## config.mk

```make
export PLATFORM = sky130hd
export DESIGN_NAME = vga_vram_write_scheduler
export DESIGN_NICKNAME = d
export VERILOG_FILES = /design/src/rtl/vga_pkg.sv /design/src/rtl/vga_vram_write_scheduler_rr_arbiter2.sv /design/src/rtl/vga_vram_write_scheduler.sv
export SDC_FILE = /design/constraint.sdc
export NUM_CORES = 1
export LEC_CHECK = 0
export CELL_PAD_IN_SITES_DETAIL_PLACEMENT = 0
export CELL_PAD_IN_SITES_GLOBAL_PLACEMENT = 1
export CORE_ASPECT_RATIO = 1.75
export CORE_MARGIN = 2
export CORE_UTILIZATION = 29
export CTS_BUF_LIST = sky130_fd_sc_hd__clkbuf_4 sky130_fd_sc_hd__clkbuf_8
export CTS_CLUSTER_DIAMETER = 120
export DETAILED_ROUTE_END_ITERATION = 12
export GPL_TIMING_DRIVEN = 1
export PLACE_DENSITY_LB_ADDON = 0.1
export REMOVE_ABC_BUFFERS = 1
export SLEW_MARGIN = 20
export SYNTH_ARGS = -nofsm -noshare
export SYNTH_HDL_FRONTEND = slang
export SYNTH_HIERARCHICAL = 1
export SYNTH_SLANG_ARGS = --single-unit
```

## constraint.sdc

```tcl
create_clock -name clk -period 1.9 [get_ports clk]
set_input_delay 0.285 -clock clk [delete_from_list [all_inputs] [get_ports clk]]
set_output_delay 0.285 -clock clk [all_outputs]
set_load 0.02 [all_outputs]
```

## src/rtl/vga_pkg.sv

```systemverilog
// VGA VRAM shared geometry constants and write-scheduler state encoding.
// Imported by the VRAM write scheduler and the VRAM model.
package vga_pkg;

  localparam int VGA_ADDR_WIDTH   = 12;
  localparam int VGA_VRAM_LENGTH  = 4096;
  localparam int VGA_OFFSET_WIDTH = 10;

  typedef enum logic [1:0] {
    ST_IDLE    = 2'd0,
    ST_WAIT_VS = 2'd1,
    ST_FILL    = 2'd2
  } wr_state_e;

endpackage

```

## src/rtl/vga_vram_write_scheduler_rr_arbiter2.sv

```systemverilog
// Two-input round-robin grant; pointer moves only on an accepted transfer.
// Ports: clk/reset, en gates both grants, valid0/1 in, ready0/1 out (comb).
module rr_arbiter2 (
  input  logic clk,
  input  logic reset,
  input  logic en,
  input  logic valid0,
  input  logic valid1,
  output logic ready0,
  output logic ready1
);

  // prio_q = 0 favours requester 0, 1 favours requester 1
  logic prio_q;
  logic prio_d;

  always_comb begin
    ready0 = en & valid0 & (~valid1 | ~prio_q);
    ready1 = en & valid1 & (~valid0 | prio_q);
    prio_d = prio_q;
    unique case (1'b1)
      ready0:  prio_d = 1'b1;
      ready1:  prio_d = 1'b0;
      default: prio_d = prio_q;
    endcase
  end

  always_ff @(posedge clk) begin
    if (reset) begin
      prio_q <= 1'b0;
    end else begin
      prio_q <= prio_d;
    end
  end

endmodule

```

## src/rtl/vga_vram_write_scheduler.sv

```systemverilog
// VRAM write-port owner: RR arbiter, clear/fill engine, vblank offset commit.
// Ports: req0/1 valid/ready/addr/data, fill_*, offset_*, data_* and frame_count.
module vga_vram_write_scheduler
  import vga_pkg::*;
#(
  parameter int C_ADDR_WIDTH   = VGA_ADDR_WIDTH,
  parameter int C_VRAM_LENGTH  = VGA_VRAM_LENGTH,
  parameter int C_OFFSET_WIDTH = VGA_OFFSET_WIDTH
) (
  input  logic                      clk,
  input  logic                      reset,
  input  logic                      vsync,
  input  logic                      req0_valid,
  output logic                      req0_ready,
  input  logic [C_ADDR_WIDTH-1:0]   req0_address,
  input  logic [7:0]                req0_data,
  input  logic                      req1_valid,
  output logic                      req1_ready,
  input  logic [C_ADDR_WIDTH-1:0]   req1_address,
  input  logic [7:0]                req1_data,
  input  logic                      fill_start,
  input  logic                      fill_sync,
  input  logic [7:0]                fill_color,
  output logic                      fill_busy,
  output logic                      fill_done,
  input  logic                      offset_set,
  input  logic [C_OFFSET_WIDTH-1:0] offset_h_in,
  input  logic [C_OFFSET_WIDTH-1:0] offset_v_in,
  output logic [31:0]               data_address,
  output logic [7:0]                data_din,
  output logic                      data_we,
  output logic [31:0]               offset_h,
  output logic [31:0]               offset_v,
  output logic [15:0]               frame_count
);

  localparam logic [C_ADDR_WIDTH-1:0] LAST_ADDR =
    C_ADDR_WIDTH'(C_VRAM_LENGTH - 1);

  wr_state_e state_q, state_d;

  logic [C_ADDR_WIDTH-1:0] cnt_q, cnt_d;
  logic [7:0]              color_q, color_d;
  logic                    busy_q, busy_d;
  logic                    last_q, last_d;
  logic                    done_q, done_d;

  logic [31:0] addr_q, addr_d;
  logic [7:0]  din_q, din_d;
  logic        we_q, we_d;

  logic                      vsync_d_q;
  logic                      vs_edge;
  logic                      pend_q, pend_d;
  logic [C_OFFSET_WIDTH-1:0] stage_h_q, stage_h_d;
  logic [C_OFFSET_WIDTH-1:0] stage_v_q, stage_v_d;
  logic [C_OFFSET_WIDTH-1:0] off_h_q, off_h_d;
  logic [C_OFFSET_WIDTH-1:0] off_v_q, off_v_d;
  logic [15:0]               fc_q, fc_d;

  logic arb_en;
  logic rdy0;
  logic rdy1;
  logic start_ok;

  assign vs_edge  = vsync_d_q & ~vsync;
  assign arb_en   = (state_q != ST_FILL);
  assign start_ok = fill_start & (state_q == ST_IDLE);

  rr_arbiter2 u_arb (
    .clk    (clk),
    .reset  (reset),
    .en     (arb_en),
    .valid0 (req0_valid),
    .valid1 (req1_valid),
    .ready0 (rdy0),
    .ready1 (rdy1)
  );

  always_comb begin
    state_d = state_q;
    cnt_d   = cnt_q;
    color_d = color_q;
    last_d  = 1'b0;
    we_d    = 1'b0;
    addr_d  = addr_q;
    din_d   = din_q;
    unique case (state_q)
      ST_IDLE: begin
        if (fill_start) begin
          color_d = fill_color;
          cnt_d   = '0;
          state_d = fill_sync ? ST_WAIT_VS : ST_FILL;
        end
      end
      ST_WAIT_VS: begin
        if (vs_edge) state_d = ST_FILL;
      end
      ST_FILL: begin
        we_d   = 1'b1;
        addr_d = 32'(cnt_q);
        din_d  = color_q;
        if (cnt_q == LAST_ADDR) begin
          state_d = ST_IDLE;
          last_d  = 1'b1;
        end else begin
          cnt_d = cnt_q + 1'b1;
        end
      end
      default: state_d = ST_IDLE;
    endcase
    // grants are already zero in FILL, so this never collides with the engine
    unique case (1'b1)
      rdy0: begin
        we_d   = 1'b1;
        addr_d = 32'(req0_address);
        din_d  = req0_data;
      end
      rdy1: begin
        we_d   = 1'b1;
        addr_d = 32'(req1_address);
        din_d  = req1_data;
      end
      default: ;
    endcase
    // done/busy trail the last write by one cycle so they line up
    // with the write appearing on the port
    busy_d = start_ok | (busy_q & ~last_q);
    done_d = last_q;
  end

  always_comb begin
    stage_h_d = stage_h_q;
    stage_v_d = stage_v_q;
    pend_d    = pend_q;
    off_h_d   = off_h_q;
    off_v_d   = off_v_q;
    fc_d      = fc_q;
    if (offset_set) begin
      stage_h_d = offset_h_in;
      stage_v_d = offset_v_in;
      pend_d    = 1'b1;
    end
    if (vs_edge) begin
      fc_d = fc_q + 16'd1;
      if (offset_set) begin
        off_h_d = offset_h_in;
        off_v_d = offset_v_in;
        pend_d  = 1'b0;
      end else if (pend_q) begin
        off_h_d = stage_h_q;
        off_v_d = stage_v_q;
        pend_d  = 1'b0;
      end
    end
  end

  always_ff @(posedge clk) begin
    if (reset) begin
      state_q   <= ST_IDLE;
      cnt_q     <= '0;
      color_q   <= '0;
      busy_q    <= 1'b0;
      last_q    <= 1'b0;
      done_q    <= 1'b0;
      we_q      <= 1'b0;
      addr_q    <= '0;
      din_q     <= '0;
      vsync_d_q <= 1'b1;
      pend_q    <= 1'b0;
      stage_h_q <= '0;
      stage_v_q <= '0;
      off_h_q   <= '0;
      off_v_q   <= '0;
      fc_q      <= '0;
    end else begin
      state_q   <= state_d;
      cnt_q     <= cnt_d;
      color_q   <= color_d;
      busy_q    <= busy_d;
      last_q    <= last_d;
      done_q    <= done_d;
      we_q      <= we_d;
      addr_q    <= addr_d;
      din_q     <= din_d;
      vsync_d_q <= vsync;
      pend_q    <= pend_d;
      stage_h_q <= stage_h_d;
      stage_v_q <= stage_v_d;
      off_h_q   <= off_h_d;
      off_v_q   <= off_v_d;
      fc_q      <= fc_d;
    end
  end

  assign req0_ready   = rdy0;
  assign req1_ready   = rdy1;
  assign fill_busy    = busy_q;
  assign fill_done    = done_q;
  assign data_address = addr_q;
  assign data_din     = din_q;
  assign data_we      = we_q;
  assign offset_h     = 32'(off_h_q);
  assign offset_v     = 32'(off_v_q);
  assign frame_count  = fc_q;

endmodule

```

==> Implementation_results.wiki <==
{| class="wikitable"
! Metric !! Value
|-
| Status || complete, no violations
|-
| Mean number of vias per cell || 4.49
|-
| Count of maximum capacitance violations || 0
|-
| Area leader, netlist || sky130_fd_sc_hd__dfxtp_1
|-
| Starting density of the core || 0.295
|-
| Final routed wirelength across all metal layers || between 10000 and 15000 um
|-
| Kind of critical path || reg2out
|-
| Worst path required time || 1.62 ns
|-
| Hold path depth || 2
|-
| Startpoint of the most critical register-to-register path || state_q[0]
|-
| Final instance area || 6590 um^2
|-
| Critical Path Fanout Max || 5
|-
| TritonCTS Buffers || 9
|-
| Antenna violations before repair || 0
|-
| HPWL after detailed placement || 10200 um
|-
| Nets || 772
|-
| Aggregate global-route resource usage || 0.154
|-
| Synthesized instance count || 549
|-
| Final setup fails || 0
|-
| Die area || 17700 um^2
|-
| Min Clock Period, post-route || 1.76 ns
|-
| Library cell contributing the largest single delay on the critical path || sky130_fd_sc_hd__clkdlybuf4s50_1
|-
| Worst R2R End || data_address[6]
|-
| Peak per-stage delay on the critical path || 0.65 ns
|-
| Chain of cells forming the critical path || clkdlybuf4s50_1
|-
| Placer Congestion || roughly 0.76
|-
| Die outline width || 101 um
|-
| Fraction of registers with async set/reset || 0
|-
| Port bufs || 136
|-
| Clk_skew || about 0.012 ns
|-
| Kind of capture point of the worst setup path || output port
|-
| Area of the core || 16400 um^2
|-
| Synthesized area per cell || 8.78 um^2
|-
| Number of antenna diodes || 0
|-
| Number of buffers between clock root and the deepest sink || 2
|-
| Largest delay share family, worst path || buffers and inverters
|-
| Root buffer cell || sky130_fd_sc_hd__clkbuf_8
|-
| Critical path launch point type || register
|-
| Hold Violations, Final || 0
|-
| Later-pin clock latency in the skew report || 0.37 ns
|-
| Num Clock Sinks || between 100 and 150
|-
| Most frequent cell after synthesis || sky130_fd_sc_hd__dfxtp_1
|-
| Depth of the worst register-to-register path || 10
|-
| Vias in the first global route || a little over 4000
|-
| Floorplan die height || approximately 170 um
|-
| Maximum vdd ir drop || 327 uV
|-
| Share of the yosys chip area belonging to registers || 0.436
|-
| Total congestion overflow after global routing || 0
|-
| End point of the most critical hold path || frame_count[0]
|-
| Post-cts hold buffer count || 0
|-
| Largest net degree at the start of global routing || 64
|-
| Clock H-tree levels || 3
|-
| Synthesized area || approximately 4800 um^2
|-
| Synthesis-to-layout area growth || 36.7%
|-
| Worst R2R Setup Slack || about 0.19 ns
|-
| Post-CTS setup repair buffer count || 0
|-
| Total count of max-transition violations in the final report || 0
|-
| Static leakage || between 2 and 3 nW
|-
| Starting DRT DRC Count || 146
|-
| Number of vias after detailed routing || 4147
|-
| Yosys warnings || 6
|-
| Most common flop cell mapped by yosys || sky130_fd_sc_hd__dfxtp_1
|-
| Fmax || 567 MHz
|-
| Total I/O pin count || 201
|-
| Synthesized flop and latch total || 105
|-
| Layout cells sized above 1 || 0.0944
|-
| Wire length of the first global-routing pass || 21200 um
|-
| TritonCTS clock tree || built
|-
| Launch instance of the worst min-delay path || reset
|-
| Arrival time worst endpoint || about 1.5 ns
|-
| Cell row count || 62
|-
| Total power divided by cell area || 778 nW/um^2
|-
| Distinct cell type count after synthesis || 56
|-
| Area after detailed placement || around 6400 um^2
|-
| Top cells by area, synth || sky130_fd_sc_hd__dfxtp_1 (44%), sky130_fd_sc_hd__buf_4 (10%), sky130_fd_sc_hd__nor2_1 (6.6%), sky130_fd_sc_hd__a211oi_1 (6.1%), sky130_fd_sc_hd__mux2i_1 (4.2%)
|-
| Average wire per cell in the routed design || about 15 um
|-
| Clock edge transition at the registers on the reported setup and hold paths || roughly 0.1 ns
|-
| Most used standard cells in the synthesized netlist || sky130_fd_sc_hd__dfxtp_1 (105), sky130_fd_sc_hd__nor2_1 (85), sky130_fd_sc_hd__buf_4 (64)
|-
| Buf/Inv on CP || 1
|-
| RSZ-0062 raised after global routing || no
|-
| Count of unresolved DRC violations after routing || 0
|-
| Fraction of post-synthesis cell area in the top cell type by area || 0.436
|-
| Number of synthesized flops with an enable pin || 0
|-
| Setup TNS Final || 0 ns
|-
| Post-route clock period utilization || 0.929
|-
| Kind of path behind the tightest hold check || in2reg
|-
| Antenna Nets Post-Route || 0
|-
| TritonRoute pass-1 iters || 4
|}
flip-flops by register name (all words and copies together), names as in the netlist:
register      cells
frame_count      16
cnt_q            12
data_address     12
off_h_q          10
off_v_q          10
stage_h_q        10
stage_v_q        10
color_q           8
data_din          8
state_q           2
data_we           1
done_d            1
fill_busy         1
fill_done         1
pend_q            1
u_arb/prio_q      1
vsync_d_q         1
placed cells by master (no fill, tap or decap), types with 3 or more instances in the layout:
| cell type | Yosys | routed |
|---|---|---|
| sky130_fd_sc_hd__clkdlybuf4s50_1 | 0 | 133 |
| sky130_fd_sc_hd__nand2b_1 | 3 | 3 |
| sky130_fd_sc_hd__a21oi_1 | 22 | 20 |
| sky130_fd_sc_hd__xor2_1 | 3 | 3 |
| sky130_fd_sc_hd__dfxtp_1 | 105 | 105 |
| sky130_fd_sc_hd__inv_1 | 7 | 7 |
| sky130_fd_sc_hd__or3_1 | 4 | 4 |
| sky130_fd_sc_hd__nand4_1 | 5 | 5 |
| sky130_fd_sc_hd__nor2b_1 | 3 | 3 |
| sky130_fd_sc_hd__nand2_1 | 30 | 30 |
| sky130_fd_sc_hd__nor3_1 | 9 | 9 |
| sky130_fd_sc_hd__clkbuf_8 | 1 | 10 |
| sky130_fd_sc_hd__xnor2_1 | 9 | 9 |
| sky130_fd_sc_hd__a31oi_1 | 6 | 6 |
| sky130_fd_sc_hd__buf_12 | 0 | 6 |
| sky130_fd_sc_hd__buf_4 | 64 | 29 |
| sky130_fd_sc_hd__a211oi_1 | 39 | 39 |
| sky130_fd_sc_hd__mux2i_1 | 20 | 20 |
| sky130_fd_sc_hd__a22oi_1 | 21 | 21 |
| sky130_fd_sc_hd__o21ai_0 | 23 | 23 |
| sky130_fd_sc_hd__conb_1 | 1 | 64 |
| sky130_fd_sc_hd__nand3_1 | 19 | 19 |
| sky130_fd_sc_hd__nor4_1 | 3 | 3 |
| sky130_fd_sc_hd__nor2_1 | 85 | 84 |
metrics by stage:
stage | power [W] | utilization | cells | hold slack (ns) | worst slack [ns]
after detailed placement | 0.00373 | 0.391 | 907 | 0.443 | -0.0678
after global placement | 0.00371 | 0.391 | 907 | 0.439 | -0.0409
final | 0.00513 | 0.403 | 923 | 0.304 | 0.135
after global routing | 0.00541 | 0.403 | 923 | 0.321 | 0.0165
after CTS | 0.00522 | 0.403 | 923 | 0.298 | 0.000356
after floorplan | 0.00306 | - | 513 | 0.353 | -1.59
what timing repair did:
item                                   CTS  global route
setup endpoints to repair                2             2
gates resized for setup                  4             3
endpoints found under the hold margin    0             0
power breakdown:
part           internal (W)  switching [W]  leakage [nW]  total [W]
clock network      0.000660       0.000813         0.103    0.00147
logic              0.000553       0.000693          1.56    0.00125
registers           0.00235      0.0000660         0.862    0.00241
total               0.00356        0.00157          2.53    0.00513
cell families after synthesis:
| kind of cell | share of synthesized area |
|---|---|
| AOI/OAI and AO/OA | 0.182 |
| xor gates and xnor gates | 0.0218 |
| adders and majority gates | 0.00519 |
| buffers and inverters | 0.140 |
| DFF | 0.436 |
| muxes | 0.0438 |
| other | 0.000778 |
| and+or+nand+nor | 0.171 |
area by class of cell:
cell class,count,area [um^2]
clock buffers,10,138
clock inverters,6,72.6
fillers,1698,9780
inverters,8,30.0
multi-input cells,400,2290
flip-flops and latches,105,2100
well taps,224,280
repair buffers,170,1680
layer usage:
layer,global-route usage,part of all wire,vias to the layer above
li1,-,-,2087
met1,0.171,0.39,1930
met2,0.282,0.54,118
met3,0.0352,0.052,12
met4,0.0490,0.014,0
met5,0,0,-
worst max path at each step:
stage	to	depth (start not counted)	startpoint	slack, ns
after global placement	req1_ready	4	req1_valid	-0.04
after floorplan	data_address[10]	8	state_q[0]	-1.59
after CTS	req0_ready	5	state_q[0]	0.0004
after detailed placement	req1_ready	4	req1_valid	-0.07
after global routing	data_address[3]	9	state_q[0]	0.02
final	frame_count[4]	1	frame_count[4]	0.14
(Power assumes the default switching activity.)
